## src/rtl/if_fetch.sv

```systemverilog
// rtl/if_fetch.sv - instruction-fetch stage: PC, imem req/ack, hold buffer, redirects; optional IF_PERF_CNT_EN counters
module if_fetch #(
  parameter logic [31:0] RESET_PC = 32'h0000_0000
) (
  input  logic        clk_i,
  input  logic        rst_i,
  input  logic        start_i,
  input  logic        stall_i,
  input  logic        redirect_i,
  input  logic [31:0] redirect_pc_i,
  output logic        imem_req_o,
  output logic [31:0] imem_addr_o,
  input  logic        imem_ack_i,
  input  logic [31:0] imem_rdata_i,
  output logic [31:0] pc_o,
  output logic [31:0] inst_o,
  output logic        valid_o,
  output logic [31:0] fetch_cnt_o,
  output logic [31:0] bubble_cnt_o
);

  typedef enum logic [1:0] {
    IDLE  = 2'd0,
    FETCH = 2'd1,
    FULL  = 2'd2,
    DRAIN = 2'd3
  } state_t;

  state_t      state_q, state_d;
  logic [31:0] pc_q, pc_d;
  logic [31:0] drain_addr_q, drain_addr_d;
  logic [31:0] buf_inst_q, buf_inst_d;
  logic [31:0] buf_pc_q, buf_pc_d;
  logic [31:0] pc_out_q, pc_out_d;
  logic [31:0] inst_q, inst_d;
  logic        valid_q, valid_d;
  logic        load_valid;
  logic        load_bubble;
  logic [31:0] pc_plus4;

  assign pc_plus4 = pc_q + 32'd4;

  // Next-state, next-register and memory-request logic
  always_comb begin
    state_d      = state_q;
    pc_d         = pc_q;
    drain_addr_d = drain_addr_q;
    buf_inst_d   = buf_inst_q;
    buf_pc_d     = buf_pc_q;
    pc_out_d     = pc_out_q;
    inst_d       = inst_q;
    valid_d      = valid_q;
    load_valid   = 1'b0;
    load_bubble  = 1'b0;
    imem_req_o   = 1'b0;
    imem_addr_o  = 32'h0;

    case (state_q)
      IDLE: begin
        if (start_i) begin
          pc_d    = RESET_PC;
          state_d = FETCH;
        end
      end

      FETCH: begin
        imem_req_o  = 1'b1;
        imem_addr_o = pc_q;
        if (redirect_i) begin
          pc_d        = redirect_pc_i;
          valid_d     = 1'b0;
          inst_d      = 32'h0;
          load_bubble = 1'b1;
          if (!imem_ack_i) begin
            // Request still in flight: remember its address so it can be drained.
            drain_addr_d = pc_q;
            state_d      = DRAIN;
          end
        end else if (imem_ack_i) begin
          pc_d = pc_plus4;
          if (stall_i) begin
            buf_inst_d = imem_rdata_i;
            buf_pc_d   = pc_plus4;
            state_d    = FULL;
          end else begin
            inst_d     = imem_rdata_i;
            pc_out_d   = pc_plus4;
            valid_d    = 1'b1;
            load_valid = 1'b1;
          end
        end else if (!stall_i) begin
          valid_d     = 1'b0;
          inst_d      = 32'h0;
          load_bubble = 1'b1;
        end
      end

      FULL: begin
        if (redirect_i) begin
          pc_d        = redirect_pc_i;
          valid_d     = 1'b0;
          inst_d      = 32'h0;
          buf_inst_d  = 32'h0;
          buf_pc_d    = 32'h0;
          load_bubble = 1'b1;
          state_d     = FETCH;
        end else if (!stall_i) begin
          inst_d     = buf_inst_q;
          pc_out_d   = buf_pc_q;
          valid_d    = 1'b1;
          load_valid = 1'b1;
          state_d    = FETCH;
        end
      end

      DRAIN: begin
        // Keep presenting the abandoned request until memory acks it.
        imem_req_o  = 1'b1;
        imem_addr_o = drain_addr_q;
        valid_d     = 1'b0;
        inst_d      = 32'h0;
        if (redirect_i) begin
          pc_d        = redirect_pc_i;
          load_bubble = 1'b1;
        end else begin
          load_bubble = !stall_i;
        end
        if (imem_ack_i) begin
          state_d = FETCH;
        end
      end

      default: begin
        state_d = IDLE;
      end
    endcase
  end

  // State and datapath registers with asynchronous active-low reset
  always_ff @(posedge clk_i or negedge rst_i) begin
    if (!rst_i) begin
      state_q      <= IDLE;
      pc_q         <= RESET_PC;
      drain_addr_q <= 32'h0;
      buf_inst_q   <= 32'h0;
      buf_pc_q     <= 32'h0;
      pc_out_q     <= 32'h0;
      inst_q       <= 32'h0;
      valid_q      <= 1'b0;
    end else begin
      state_q      <= state_d;
      pc_q         <= pc_d;
      drain_addr_q <= drain_addr_d;
      buf_inst_q   <= buf_inst_d;
      buf_pc_q     <= buf_pc_d;
      pc_out_q     <= pc_out_d;
      inst_q       <= inst_d;
      valid_q      <= valid_d;
    end
  end

  assign pc_o    = pc_out_q;
  assign inst_o  = inst_q;
  assign valid_o = valid_q;

`ifdef IF_PERF_CNT_EN
  logic [31:0] fetch_cnt_q;
  logic [31:0] bubble_cnt_q;

  // Delivered-instruction and bubble counters, wrapping at 32 bits
  always_ff @(posedge clk_i or negedge rst_i) begin
    if (!rst_i) begin
      fetch_cnt_q  <= 32'h0;
      bubble_cnt_q <= 32'h0;
    end else begin
      if (load_valid) begin
        fetch_cnt_q <= fetch_cnt_q + 32'd1;
      end
      if (load_bubble) begin
        bubble_cnt_q <= bubble_cnt_q + 32'd1;
      end
    end
  end

  assign fetch_cnt_o  = fetch_cnt_q;
  assign bubble_cnt_o = bubble_cnt_q;
`else
  logic unused_perf;

  assign unused_perf  = load_valid ^ load_bubble;
  assign fetch_cnt_o  = 32'h0;
  assign bubble_cnt_o = 32'h0;
`endif

endmodule

```

## config.mk

```make
export PLATFORM = sky130hd
export DESIGN_NAME = if_fetch
export DESIGN_NICKNAME = d
export VERILOG_FILES = /design/src/rtl/if_fetch.sv
export SDC_FILE = /design/constraint.sdc
export NUM_CORES = 1
export LEC_CHECK = 0
export CAP_MARGIN = 20
export CORE_UTILIZATION = 30
export CTS_CLUSTER_DIAMETER = 30
export CTS_CLUSTER_SIZE = 20
export DETAILED_ROUTE_END_ITERATION = 10
export DONT_BUFFER_PORTS = 1
export PLACE_DENSITY = 0.41
export SKIP_LAST_GASP = 1
export SYNTH_ARGS = -nofsm -noshare
export SYNTH_HDL_FRONTEND = slang
export SYNTH_SLANG_ARGS = --single-unit
```

## constraint.sdc

```tcl
create_clock -name clk_i -period 4.27 [get_ports clk_i]
set_input_delay 0.6405 -clock clk_i [delete_from_list [all_inputs] [get_ports clk_i]]
set_output_delay 0.6405 -clock clk_i [all_outputs]
set_load 0.01 [all_outputs]
```

[Word-level counts from Yosys, hierarchy flattened]
Index checks and enable logic that the tools add are counted.
Operators by class
  $add $sub $neg: 1
  equal/unequal tests: 19
  mux-type cells: 44
  bitwise gates (word level): 1
  reductions and logical operators: 12
Operator list (number)
  2-to-1 mux 32 bit: 22
  one-hot mux 32 bit (2 select lines): 4
  one-hot mux 32 bit (3 select lines): 2
  adder 32 x 3 -> 32 bit (second input constant): 1
  != test 2 bit (second input constant): 9
  2-to-1 mux 2 bit: 8
  != test 3 bit (second input constant): 5
  AND reduction 6 bit: 2
  AND reduction 3 bit: 3
  one-hot mux 2 bit (4 select lines): 1
  2-to-1 mux 1 bit: 6
  AND reduction 5 bit: 1
  equality test 2 bit (second input constant): 2
  != test 4 bit (second input constant): 1
  OR reduction 2 bit: 2
  one-hot mux 1 bit (3 select lines): 1
  nonzero test 3 bit: 1
  equality test 2 x 1 -> 1 bit (second input constant): 1
  logical NOT 2 bit: 1
  != test 2 x 1 -> 1 bit (second input constant): 1
  AND reduction 2 bit: 1
  nonzero test 2 bit: 1
  inverter 1 bit: 1
Word-level totals
  register bits after elaboration: 195
  input bits: 70
  output and inout bits: 162
  logic and storage cells: 85

[Logic depth before layout (Yosys ltp)]
  word-level depth: 5
  mapped depth: 10
  mapped depth without buffers: 6

[Worst setup path before layout]
OpenSTA, ideal clock, no wires.
  path kind: input port to flip-flop
  from: input port redirect_i
  to: register drain_addr_q[0]
  library setup time: 0.125 ns
  data arrival time: 2.291 ns
  path slack: 1.854 ns
  stages: 5
  buffers on the path: 2
  cell sequence: buf_2 -> clkinv_1 -> nor4b_1 -> clkbuf_1 -> mux2_2
Between the ends
  longest elaborated chain between the ends: 1
Ends and longest elaborated chain
  from (decl): RTL line 9  | input logic redirect_i,
  AND reduction 3 bit (no line)
  to (signal assigned): RTL line 153  | drain_addr_q <= drain_addr_d;
  to (decl): RTL line 31  | logic [31:0] drain_addr_q, drain_addr_d;
Every way passes these cells.
A chain may end at the register's enable or synchronous reset.

[Worst setup path in the final report]
  from: register pc_q[2]
  to: register pc_out_q[22], in the netlist pc_o[22]
Between the ends
  longest elaborated chain between the ends: 5
Ends and longest elaborated chain
  from (decl): RTL line 30  | logic [31:0] pc_q, pc_d;
  from (signal assigned): RTL line 152  | pc_q <= pc_d;
  adder 32 x 3 -> 32 bit: RTL line 41  | assign pc_plus4 = pc_q + 32'd4;
  2-to-1 mux 32 bit: RTL line 81  | if (stall_i) begin
  2-to-1 mux 32 bit: RTL line 79  | end else if (imem_ack_i) begin
  2-to-1 mux 32 bit: RTL line 69  | if (redirect_i) begin
  one-hot mux 32 bit (2 select lines): RTL line 58  | case (state_q)
  to (signal assigned): RTL line 156  | pc_out_q <= pc_out_d;
  to (decl): RTL line 34  | logic [31:0] pc_out_q, pc_out_d;
Every way passes these cells. The select of a mux whose other input is x is not followed.

==> results_dict.tcl <==
set metrics [dict create \
    drt-wirelength-per-cell_um 20.1 \
    share_comb_of_total_power_pct 20.1 \
    yosys_register_bits 195 \
    internal_power_uw 3800 \
    grt_util_all_layers_pct 17.6 \
    worst_ir_drop_vdd_uv 293 \
    achievable-frequency_mhz 345 \
    clock_tree.htree_level_count 4 \
    area_occupied_by_multi_input_gates_um2 4620 \
    timing_hold_violations_final 112 \
    root_buffer "sky130_fd_sc_hd__clkbuf_16" \
    io_pins 232 \
    area_growth_syn_to_layout_pct 7.28 \
    finalSetupTns_ps 0 \
    grt_util_met2_pct 28.2 \
    worst_min_delay_path_class "in2async" \
    design.die.area_um2 34400 \
    dp.final_hpwl_mm 20.2 \
    rows 66 \
    critical_path_fanouts_max 13 \
    setup_violating_endpoint_count_in_the_final_report 0 \
    maximum_number_of_pins_on_one_net_before_global_route_repair 196 \
    globalRouteMet3Util_pct 6.19 \
    num_antenna_cells 0 \
    detail_route.drc_violations 0 \
    last_weighted_congestion_value_of_the_routability_driven_placer 0.757 \
    yosysTopAreaCellShare_pct 48.4 \
    layout.cells.most_common "sky130_fd_sc_hd__dfrtp_1" \
    routed_wirelength_mm 29.8 \
    post_synthesis_cell_area_um2 10100 \
    synth_seq_area_share_pct 48.4 \
    max_stage_delay_ps 830 \
    worst_clock_skew_ps 14.8 \
    die_h_um 185 \
    grt_pass1_vias 7167 \
    power.switching_uw 1970 \
    setup.reg_to_reg.worst_slack_ps 1370 \
    cts.sink_count 195 \
    synthTopCellsByArea "sky130_fd_sc_hd__dfrtp_1, sky130_fd_sc_hd__nand2_1, sky130_fd_sc_hd__o21ai_0" \
    first_pass_iters 5 \
    synth_warnings 0 \
    grt_setup_unrepaired "false" \
    cts_inserted_buffers 17 \
    critical_path.cell_chain "ha_1 -> nand4_1 -> nor4_1 -> a21boi_0 -> nor3_1 -> o21ai_0" \
    worstSkewPairLatency_ps 440 \
    synthCells 1087 \
    timing_max_transition_violations_final 0 \
    clock_power_share_pct 28.8 \
    global_route.overflow_total 0 \
    cp_data_required_time_ps 4570 \
    timing.critical_path.from_type "flip-flop" \
    clockBufferDepth 2 \
    count_of_vias_placed_by_the_detailed_router 7328 \
    core_region_area_um2 32800 \
    critical_path.endpoint_type "flip-flop" \
    worst_setup_hold_path_clk_slew_ps 80 \
    number_of_antenna_violations_at_the_first_check_in_global_routing 1 \
    gr-max-usage-layer "met2" \
    regArea_um2 4880 \
    power.sequential.fraction_pct 51.2 \
    synth_async_sr_flop_share_pct 100 \
    cp.arrival_ps 3200 \
    avgSynthCellArea_um2 9.28 \
    p_sw_share_pct 34.2 \
    finish.net_count 1103 \
    leakage_uw 0.00469 \
    cpMaxStageDelayCell "sky130_fd_sc_hd__nor4_1" \
    fin_hold_ws_ps -107 \
    tightest_slew_ps 1000 \
    layout.cells.most_common_list "sky130_fd_sc_hd__dfrtp_1, sky130_fd_sc_hd__nand2_1, sky130_fd_sc_hd__o21ai_0" \
    fin_crit_ps 2900 \
    drv_cap 0 \
    period_share_pct 67.9 \
    horizontal_extent_of_the_die_um 185 \
    timing.slew.headroom_pct 33.4 \
    synth.lib_cells_used.distinct 63 \
    yosys.area.top_type "sky130_fd_sc_hd__dfrtp_1" \
    drive_above_1_share_pct 9.10 \
    crit_type "reg2reg" \
    floorplan.initialDensity_pct 30.8 \
    post_cts_buffers 0 \
    port_buffers 0 \
    run_status "finished, violations left" \
    tritoncts_clock_tree "yes" \
    global_route_wire_length_before_repair_mm 45.4 \
    synth_top_flop_cell "sky130_fd_sc_hd__dfrtp_1" \
    route.detailed.vias_per_inst 4.93 \
    total_power_consumption_of_the_routed_design_uw 5770 \
    drt-initial-drc-count 448 \
    filler_cell_count 3468 \
    cts_repair_resize_count 0 \
    grt_use_met1_pct 22.4 \
    antenna_left 0 \
    failed_checks "hold timing" \
    cellPowerDensity_nw_per_um2 533 \
    synth_enable_flop_cells 0 \
]
==> cells in the mapped netlist, types with 5 or more instances <==
library cell	count
sky130_fd_sc_hd__a22oi_1	46
sky130_fd_sc_hd__nor4_1	12
sky130_fd_sc_hd__mux2i_1	34
sky130_fd_sc_hd__nor2_1	65
sky130_fd_sc_hd__a21oi_1	45
sky130_fd_sc_hd__a22o_1	8
sky130_fd_sc_hd__clkbuf_1	75
sky130_fd_sc_hd__o31a_1	5
sky130_fd_sc_hd__xor2_1	11
sky130_fd_sc_hd__dfrtp_1	195
sky130_fd_sc_hd__nand2_1	161
sky130_fd_sc_hd__inv_1	6
sky130_fd_sc_hd__a21o_1	7
sky130_fd_sc_hd__a31oi_1	10
sky130_fd_sc_hd__nor3_1	13
sky130_fd_sc_hd__o21ai_0	112
sky130_fd_sc_hd__buf_2	13
sky130_fd_sc_hd__nand3_1	30
sky130_fd_sc_hd__buf_4	65
sky130_fd_sc_hd__mux2_2	34
sky130_fd_sc_hd__xnor2_1	11
sky130_fd_sc_hd__nand4_1	11
sky130_fd_sc_hd__o211ai_1	14
sky130_fd_sc_hd__nor2b_1	36
==> sequential cells by signal, indices dropped and copies added (netlist names) <==
name / count
buf_inst_q: 32
buf_pc_q: 32
drain_addr_q: 32
inst_o: 32
pc_o: 32
pc_q: 32
state_q: 2
valid_o: 1
==> cell families after synthesis <==
| family | after synthesis | share of synthesized area (%) |
|---|---|---|
| simple gates | 355 | 16.4 |
| compound gates | 280 | 17.2 |
| flops | 195 | 48.4 |
| buf+inv | 164 | 8.70 |
| mux | 68 | 7.17 |
| xor+xnor | 22 | 1.91 |
| fa+ha+maj | 2 | 0.223 |
| other cells | 1 | 0.0372 |
==> final timing paths <==
check | from | end | cells after the start
setup / recovery | pc_q[2]$_DFFE_PN0P_ | pc_o[22]$_DFFE_PN0P_ | 6
hold / removal | rst_i | inst_o[26]$_DFFE_PN0P_ | 0
setup reg to reg | pc_q[2]$_DFFE_PN0P_ | pc_o[22]$_DFFE_PN0P_ | 6
hold reg to reg | buf_pc_q[19]$_DFFE_PN0P_ | buf_pc_q[19]$_DFFE_PN0P_ | 2
max in group asynchronous | rst_i | pc_q[25]$_DFFE_PN0P_ | 0
min in group clk_i | redirect_pc_i[22] | pc_q[22]$_DFFE_PN0P_ | 2
==> critical path, delay by kind of cell, from the launching register on <==
kind	cells	cell delay, ps
adders and majority gates	1	340
AOI/OAI and AO/OA	2	350
and+or+nand+nor	3	1580
DFF	1	490
==> power by group through the flow <==
stage	combinational (uW)	sequential, uW	clock (uW)
6_report	1160	2950	1660
3_3_place_gp	1170	2990	0
2_1_floorplan	1050	2770	0
5_1_grt	1330	3040	1790
3_5_place_dp	1180	3000	0
4_1_cts	1190	2970	1720
==> layer usage <==
metal  vias to the layer above  wire length (um)
met4                         2               325
met2                       193             14100
met3                        17              2570
met1                      3546             12900
met5                         -                11
li1                       3570                 -
==> layout make-up <==
class	count	area share (%)
Sequential cell	195	45.1
Multi-Input combinational cell	791	42.7
Tap cell	442	5.11
Clock buffer	22	4.29
Timing Repair Buffer	20	1.48
Clock inverter	9	1.11
Inverter	7	0.243
==> stage by stage <==
step | utilization (%) | area, um^2 | setup WS [ps] | cells | hold slack [ps]
after global routing | 33.0 | 10800 | 1010 | 1486 | -143
after detailed placement | 31.2 | 10200 | 1380 | 1455 | 352
after CTS | 33.0 | 10800 | 1340 | 1486 | -129
after global placement | 31.2 | 10200 | 1540 | 1454 | 353
final | 33.0 | 10800 | 1370 | 1486 | -107
after floorplan | - | 10300 | 1850 | 1150 | 345
Power figures use the tool's default switching activity.
